==> config.mk <==
export PLATFORM = sky130hd
export DESIGN_NAME = stream_demux
export DESIGN_NICKNAME = d
export VERILOG_FILES = /design/src/rtl/stream_demux.sv
export SDC_FILE = /design/constraint.sdc
export NUM_CORES = 1
export LEC_CHECK = 0
export CAP_MARGIN = 20
export CORE_MARGIN = 1.5
export CORE_UTILIZATION = 50
export CTS_BUF_LIST = sky130_fd_sc_hd__clkbuf_4
export DETAILED_ROUTE_END_ITERATION = 8
export PLACE_DENSITY_LB_ADDON = 0.08
export SLEW_MARGIN = 30
export SYNTH_ARGS = -nofsm -noshare
export SYNTH_HDL_FRONTEND = slang
export SYNTH_SLANG_ARGS = --single-unit
==> constraint.sdc <==
create_clock -name clk -period 4.4 [get_ports clk]
set_clock_uncertainty 0.2 [all_clocks]
set_input_delay 0.88 -clock clk [delete_from_list [all_inputs] [get_ports clk]]
set_output_delay 0.88 -clock clk [all_outputs]
set_load 0.02 [all_outputs]
==> src/rtl/stream_demux.sv <==
// stream_demux: 1-to-N valid/ready stream demultiplexer with a 2-entry FIFO
// per output channel, broadcast mode and a saturating drop counter for
// words addressed to a channel that does not exist.
module stream_demux #(
  parameter int DATA_W = 8,
  parameter int N_OUT  = 4,
  parameter int SEL_W  = 2,
  parameter int CNT_W  = 8
) (
  input  logic                    clk,
  input  logic                    rst,
  input  logic                    in_valid,
  output logic                    in_ready,
  input  logic [DATA_W-1:0]       in_data,
  input  logic [SEL_W-1:0]        in_sel,
  input  logic                    in_bcast,
  output logic [N_OUT-1:0]        out_valid,
  input  logic [N_OUT-1:0]        out_ready,
  output logic [N_OUT*DATA_W-1:0] out_data,
  output logic [CNT_W-1:0]        drop_cnt
);

  if ((1 << SEL_W) < N_OUT) begin : g_sel_w_check
    $error("stream_demux: SEL_W too narrow to address N_OUT channels");
  end

  // Saturating increment for the drop counter.
  function automatic logic [CNT_W-1:0] sat_inc(input logic [CNT_W-1:0] v);
    return (&v) ? v : v + 1'b1;
  endfunction

  logic [DATA_W-1:0] mem_q   [N_OUT][2];
  logic [1:0]        cnt_q   [N_OUT];
  logic [1:0]        cnt_d   [N_OUT];
  logic              wptr_q  [N_OUT];
  logic              wptr_d  [N_OUT];
  logic              rptr_q  [N_OUT];
  logic              rptr_d  [N_OUT];
  logic [CNT_W-1:0]  drop_q;
  logic [CNT_W-1:0]  drop_d;

  logic [N_OUT-1:0]  full;
  logic [N_OUT-1:0]  push;
  logic [N_OUT-1:0]  pop;
  logic              sel_full;
  logic              sel_in_range;
  logic              accept;

  // Input acceptance: depends only on occupancy and the routing inputs,
  // never on out_ready, so no combinational ready path crosses the block.
  always_comb begin
    full         = '0;
    sel_full     = 1'b0;
    sel_in_range = (int'(in_sel) < N_OUT);
    for (int i = 0; i < N_OUT; i++) begin
      full[i] = (cnt_q[i] == 2'd2);
      if (int'(in_sel) == i) sel_full = full[i];
    end
    if (in_bcast)          in_ready = ~(|full);
    else if (sel_in_range) in_ready = ~sel_full;
    else                   in_ready = 1'b1;
    accept = in_valid & in_ready;
  end

  // Per-channel push/pop decode and next-state for pointers, occupancy and drops.
  always_comb begin
    push   = '0;
    pop    = '0;
    drop_d = drop_q;
    for (int i = 0; i < N_OUT; i++) begin
      push[i]   = accept & (in_bcast | (sel_in_range & (int'(in_sel) == i)));
      pop[i]    = (cnt_q[i] != 2'd0) & out_ready[i];
      wptr_d[i] = push[i] ? ~wptr_q[i] : wptr_q[i];
      rptr_d[i] = pop[i]  ? ~rptr_q[i] : rptr_q[i];
      case ({push[i], pop[i]})
        2'b10:   cnt_d[i] = cnt_q[i] + 2'd1;
        2'b01:   cnt_d[i] = cnt_q[i] - 2'd1;
        default: cnt_d[i] = cnt_q[i];
      endcase
    end
    if (accept && !in_bcast && !sel_in_range) drop_d = sat_inc(drop_q);
  end

  // State registers; reset empties every FIFO and clears its storage.
  always_ff @(posedge clk) begin
    if (rst) begin
      drop_q <= '0;
      for (int i = 0; i < N_OUT; i++) begin
        cnt_q[i]     <= 2'd0;
        wptr_q[i]    <= 1'b0;
        rptr_q[i]    <= 1'b0;
        mem_q[i][0]  <= '0;
        mem_q[i][1]  <= '0;
      end
    end else begin
      drop_q <= drop_d;
      for (int i = 0; i < N_OUT; i++) begin
        cnt_q[i]  <= cnt_d[i];
        wptr_q[i] <= wptr_d[i];
        rptr_q[i] <= rptr_d[i];
        if (push[i]) mem_q[i][wptr_q[i]] <= in_data;
      end
    end
  end

  // Output view: head entry and non-empty flag of each FIFO.
  always_comb begin
    for (int i = 0; i < N_OUT; i++) begin
      out_valid[i]                  = (cnt_q[i] != 2'd0);
      out_data[i*DATA_W +: DATA_W]  = mem_q[i][rptr_q[i]];
    end
    drop_cnt = drop_q;
  end

endmodule

---- After elaboration in Yosys (flattened, before gate mapping) ----
Memory sizes are Yosys's and may differ from the RTL's.
Index checks and enable logic that the tools add are counted.
storage, ports and cells
  memories kept ........................... 4
  register bits after elaboration ......... 0
  word-level logic and storage cells ...... 284
  input bits .............................. 18
  output and inout bits ................... 45
  memory bits (writable) .................. 80
cells by class
  eq/ne operators ......................... 15
  mux-type cells .......................... 128
  bitwise operators ....................... 107
  magnitude comparators ................... 12
  reduce and logical (&&, ||, !) cells .... 10
  add/sub/neg operators ................... 8
memories
  memory  depth  bits a word  rd ports  clocked after Yosys merged registers in  write ports  RTL line  RTL
  mem_q   4      16           4         0                                        4            32        logic [DATA_W-1:0] mem_q [N_OUT][2];
  cnt_q   4      2            4         0                                        4            33        logic [1:0] cnt_q [N_OUT];
  rptr_q  4      1            4         0                                        4            37        logic rptr_q [N_OUT];
  wptr_q  4      1            4         0                                        4            35        logic wptr_q [N_OUT];
operators by type and width
  operator               count
  $mux W8                16
  $mux W1                96
  $or A1 B1 Y1           80
  $mux W16               4
  $demux W8 S1           4
  $eq A2 B2 Y1 const B   10
  $ge A2 B2 Y1 const B   8
  $not A1 Y2             8
  $pmux W2 S2            4
  $eq A2 B1 Y1 const B   5
  $not A1 Y1             10
  $and A1 B1 Y1          9
  $add A2 B1 Y2 const B  4
  $lt A2 B1 Y1 const B   4
  $mux W2                4
  $reduce_bool A2 Y1     4
  $sub A2 B1 Y2 const B  4
  $logic_and A1 B1 Y1    4
  $reduce_or A4 Y1       1
  $logic_not A2 Y1       1

---- Logic depth before layout (Yosys ltp) ----
An unclocked memory read counts as a cell.
  depth in word-level cells ............... 14
  mapped depth ............................ 10
  gate-level depth less buffers ........... 9

---- Least setup slack after synthesis ----
Ideal clock, no wire load.
  kind .................................... input to register
  start point ............................. input port in_sel[0]
  end point ............................... memory cnt_q[3][1]
  arrival time ............................ 2.573 ns
  stages .................................. 8
  path buffers ............................ 1
  setup time .............................. 0.070 ns
  path slack .............................. 1.556 ns
  required time ........................... 4.130 ns
  cells stage by stage .................... and2_1 a22oi_4 nand4_2 buf_6 or3_1 ha_1 or3_1 a21oi_1
RTL lines
  what         RTL line  RTL
  from (decl)  15        input logic [SEL_W-1:0] in_sel,
  to (decl)    33

---- Worst setup path after layout ----
  start point ............................. input port in_sel[0]
  end point ............................... output port in_ready
on the way
  word-level cells in the longest chain between the ends .. 7
ends and longest elaborated chain
  what                  RTL line  RTL
  $logic_not A2 Y1      57        if (int'(in_sel) == i) sel_full = full[i];
  $mux W1 (3 in a row)  57
  $mux W1 (*)           57
  $not A1 Y1 (*)        60        else if (sel_in_range) in_ready = ~sel_full;
  $mux W1 (*)           59        if (in_bcast) in_ready = ~(|full);
  to (decl)             13        output logic in_ready,
Mark *: on every way between the ends. The rest lies on a longest branch, timed or not.

==> summary.txt <==
Status: completed
HPWL after detailed placement: 5.135 mm
WP data required: 3320 ps
CTS clk-pin slew, worst paths: 130 ps
Initial Utilization: 0.5158
Max Cap Viol: 0
#FFs+latches synth: 80
GRT Util Overall: 0.2022
# IOs: 63
Tcrit/Tclk final: 0.8290
Vias: 2,433
M2 GR Usage: 0.3110
Sequential area share after synthesis: 0.5351
Final hold vios: 0
Nets: 393
Total die area: 0.008010 mm2
Largest net degree at the start of global routing: 38
Core footprint: 0.007253 mm2
FILL cells: 610
Initial antenna violation count: 0
GRT met1 Usage: 0.2820
RSZ-0062 raised after global routing: false
Pins Over Slew Limit: 0
Layout Utilization: 0.6233
Area leader, netlist: edfxtp_1
Hold-fix buffers, CTS: 0
CTS Buffer Depth: 2
Pwr Density: 592.4 mW/mm2
Max-slew headroom: 0.4866
Final setup violation count: 0
Lkg Pwr: 1.712 nW
RePlAce Congestion: 0.8683
Final antenna-violating net count: 0
FF/Latch Area: 0.002002 mm2
Die Span X: 89.50 um
FFs w/ async S/R, synth: 0
Vias in the first global route: 2,286
Clk sink count: 80
Ys flop type: edfxtp_1
Top cells by area, synth: edfxtp_1 32%, dfxtp_1 21%, mux2_2 9.6%
EDFF count, synth: 40
Detailed Route WL: 7.442 mm
H-Tree Depth: 3
Critical path class: in -> out
Initial drt markers: 103
Gr busiest metal: met2
Synth Warn #: 0
Slew at the pin closest to its max-slew limit: 767.6 ps
Vias per cell: 5.122
GR Overflow Total: 0
HP Class: reg -> reg
CP Launch Type: primary input
Setup TNS: 0 ps
First-pass GRT wire length: 11.77 mm
Drt wl/cell: 15.67 um
Arrival time at the worst endpoint: 2570 ps
Top-area cell type share of the netlist area: 0.3211
CTS Buf Count: 9
Die Ht: 89.50 um
Max Clk Rate: 0.2742 GHz
Clock latency at the later pin of the worst-skew pair: 430 ps
CP Max Fanout: 5
Layout area overhead: 20.84%
Row cnt: 31
Min Tclk post-route: 3648 ps
Synth Instances: 318
Diode count: 0
Met3 Track Usage GR: 0.03878
Buffers on Ports: 54
Root Buffer: clkbuf_4
Commonest cells post-synth: 40 x dfxtp_1, 40 x edfxtp_1, 32 x mux2_2, 30 x and2_1, 26 x nand2b_1
Worst setup margin: 752.5 ps
First-pass DRT Iterations: 4
Area of the multi-input gates: 0.001619 mm2
Share of cells above drive strength 1: 0.1729
CTS tree: yes
Mean Syn Cell Area: 11.76 um2
Resize count post-CTS: 0
Critical path capture point type: output pin
Distinct cells, synth: 39
Peak VDD IR: 325.2 uV
# DRC: 0
Pre-CTS setup slack: 745.0 ps
Mapped Area: 0.003741 mm2
Postcts setup bufs: 0
-- cell type report --
cell class / count / share of cell area
sequential: 80 / 0.4428
multi-input combinational: 218 / 0.3582
timing repair buffer: 57 / 0.1246
clock inverter: 7 / 0.02795
tap: 99 / 0.02740
clock buffer: 9 / 0.01495
inverter: 5 / 0.004152
-- per-layer routing --
layer  part of all wire  wire length [um]
met4              0.019               143
met5                  0                 0
met2               0.45              3358
met3              0.048               355
met1               0.48              3585
-- registers in the layout, summed over array words and instances, names as in the netlist --
name    cells
cnt_q       8
mem_q      64
wptr_q      4
rptr_q      4
-- worst paths after layout --
check / end / depth (start not counted) / from / slack, ps
hold / removal: mem_q[3][2] / 2 / mem_q[3][2] / 280
hold reg to reg: mem_q[3][2] / 2 / mem_q[3][2] / 280
setup / recovery: in_ready / 6 / in_sel[0] / 750
setup reg to reg: mem_q[0][11] / 7 / cnt_q[0][0] / 1850
-- critical path, cell delays in order --
cell and delay, ps:
clkdlybuf4s50_1 520, and2b_1 210, o21ai_1 150, nand4_2 130
inv_1 80, clkdlybuf4s50_1 600
-- stage by stage --
step / hold slack (ps) / cell area, um2 / std cells / power [mW]
global route: 297.8 / 4521 / 475 / 2.828
global placement: 255.3 / 4327 / 459 / 2.105
floorplan: 245.2 / 3767 / 325 / 1.756
detailed placement: 263.6 / 4327 / 459 / 2.120
CTS: 284.4 / 4521 / 475 / 2.692
finish: 284.4 / 4521 / 475 / 2.678
-- kinds of logic after synthesis --
kind of cell | synth area share
mux | 0.1391
xor+xnor | 0.03043
other cells | 0.001002
buf+inv | 0.03913
flops | 0.5351
simple gates | 0.1763
fa+ha+maj | 0.01338
compound gates | 0.06555
-- placed cells by master, fill, tap and decap left out, types with 3 or more instances in the layout --
| cell type | n |
|---|---|
| buf_4 | 3 |
| dfxtp_1 | 40 |
| o21bai_1 | 3 |
| inv_1 | 4 |
| and2_1 | 30 |
| nor2_1 | 13 |
| nand3_1 | 9 |
| bufinv_16 | 3 |
| nand2b_1 | 26 |
| o21ai_0 | 14 |
| conb_1 | 8 |
| ha_1 | 4 |
| xnor2_1 | 8 |
| edfxtp_1 | 40 |
| clkdlybuf4s50_1 | 54 |
| or2_2 | 4 |
| xor2_1 | 5 |
| mux2_2 | 32 |
| a21oi_1 | 14 |
| mux2i_1 | 16 |
| clkbuf_4 | 9 |
| nor2b_1 | 5 |
| or3_1 | 6 |
-- where the power goes --
part	switching (mW)	total [mW]	internal (mW)
Clock	0.282	0.577	0.295
Sequential	0.118	1.06	0.942
Combinational	0.528	1.04	0.513
No activity file was read; power rests on OpenSTA's default activity.
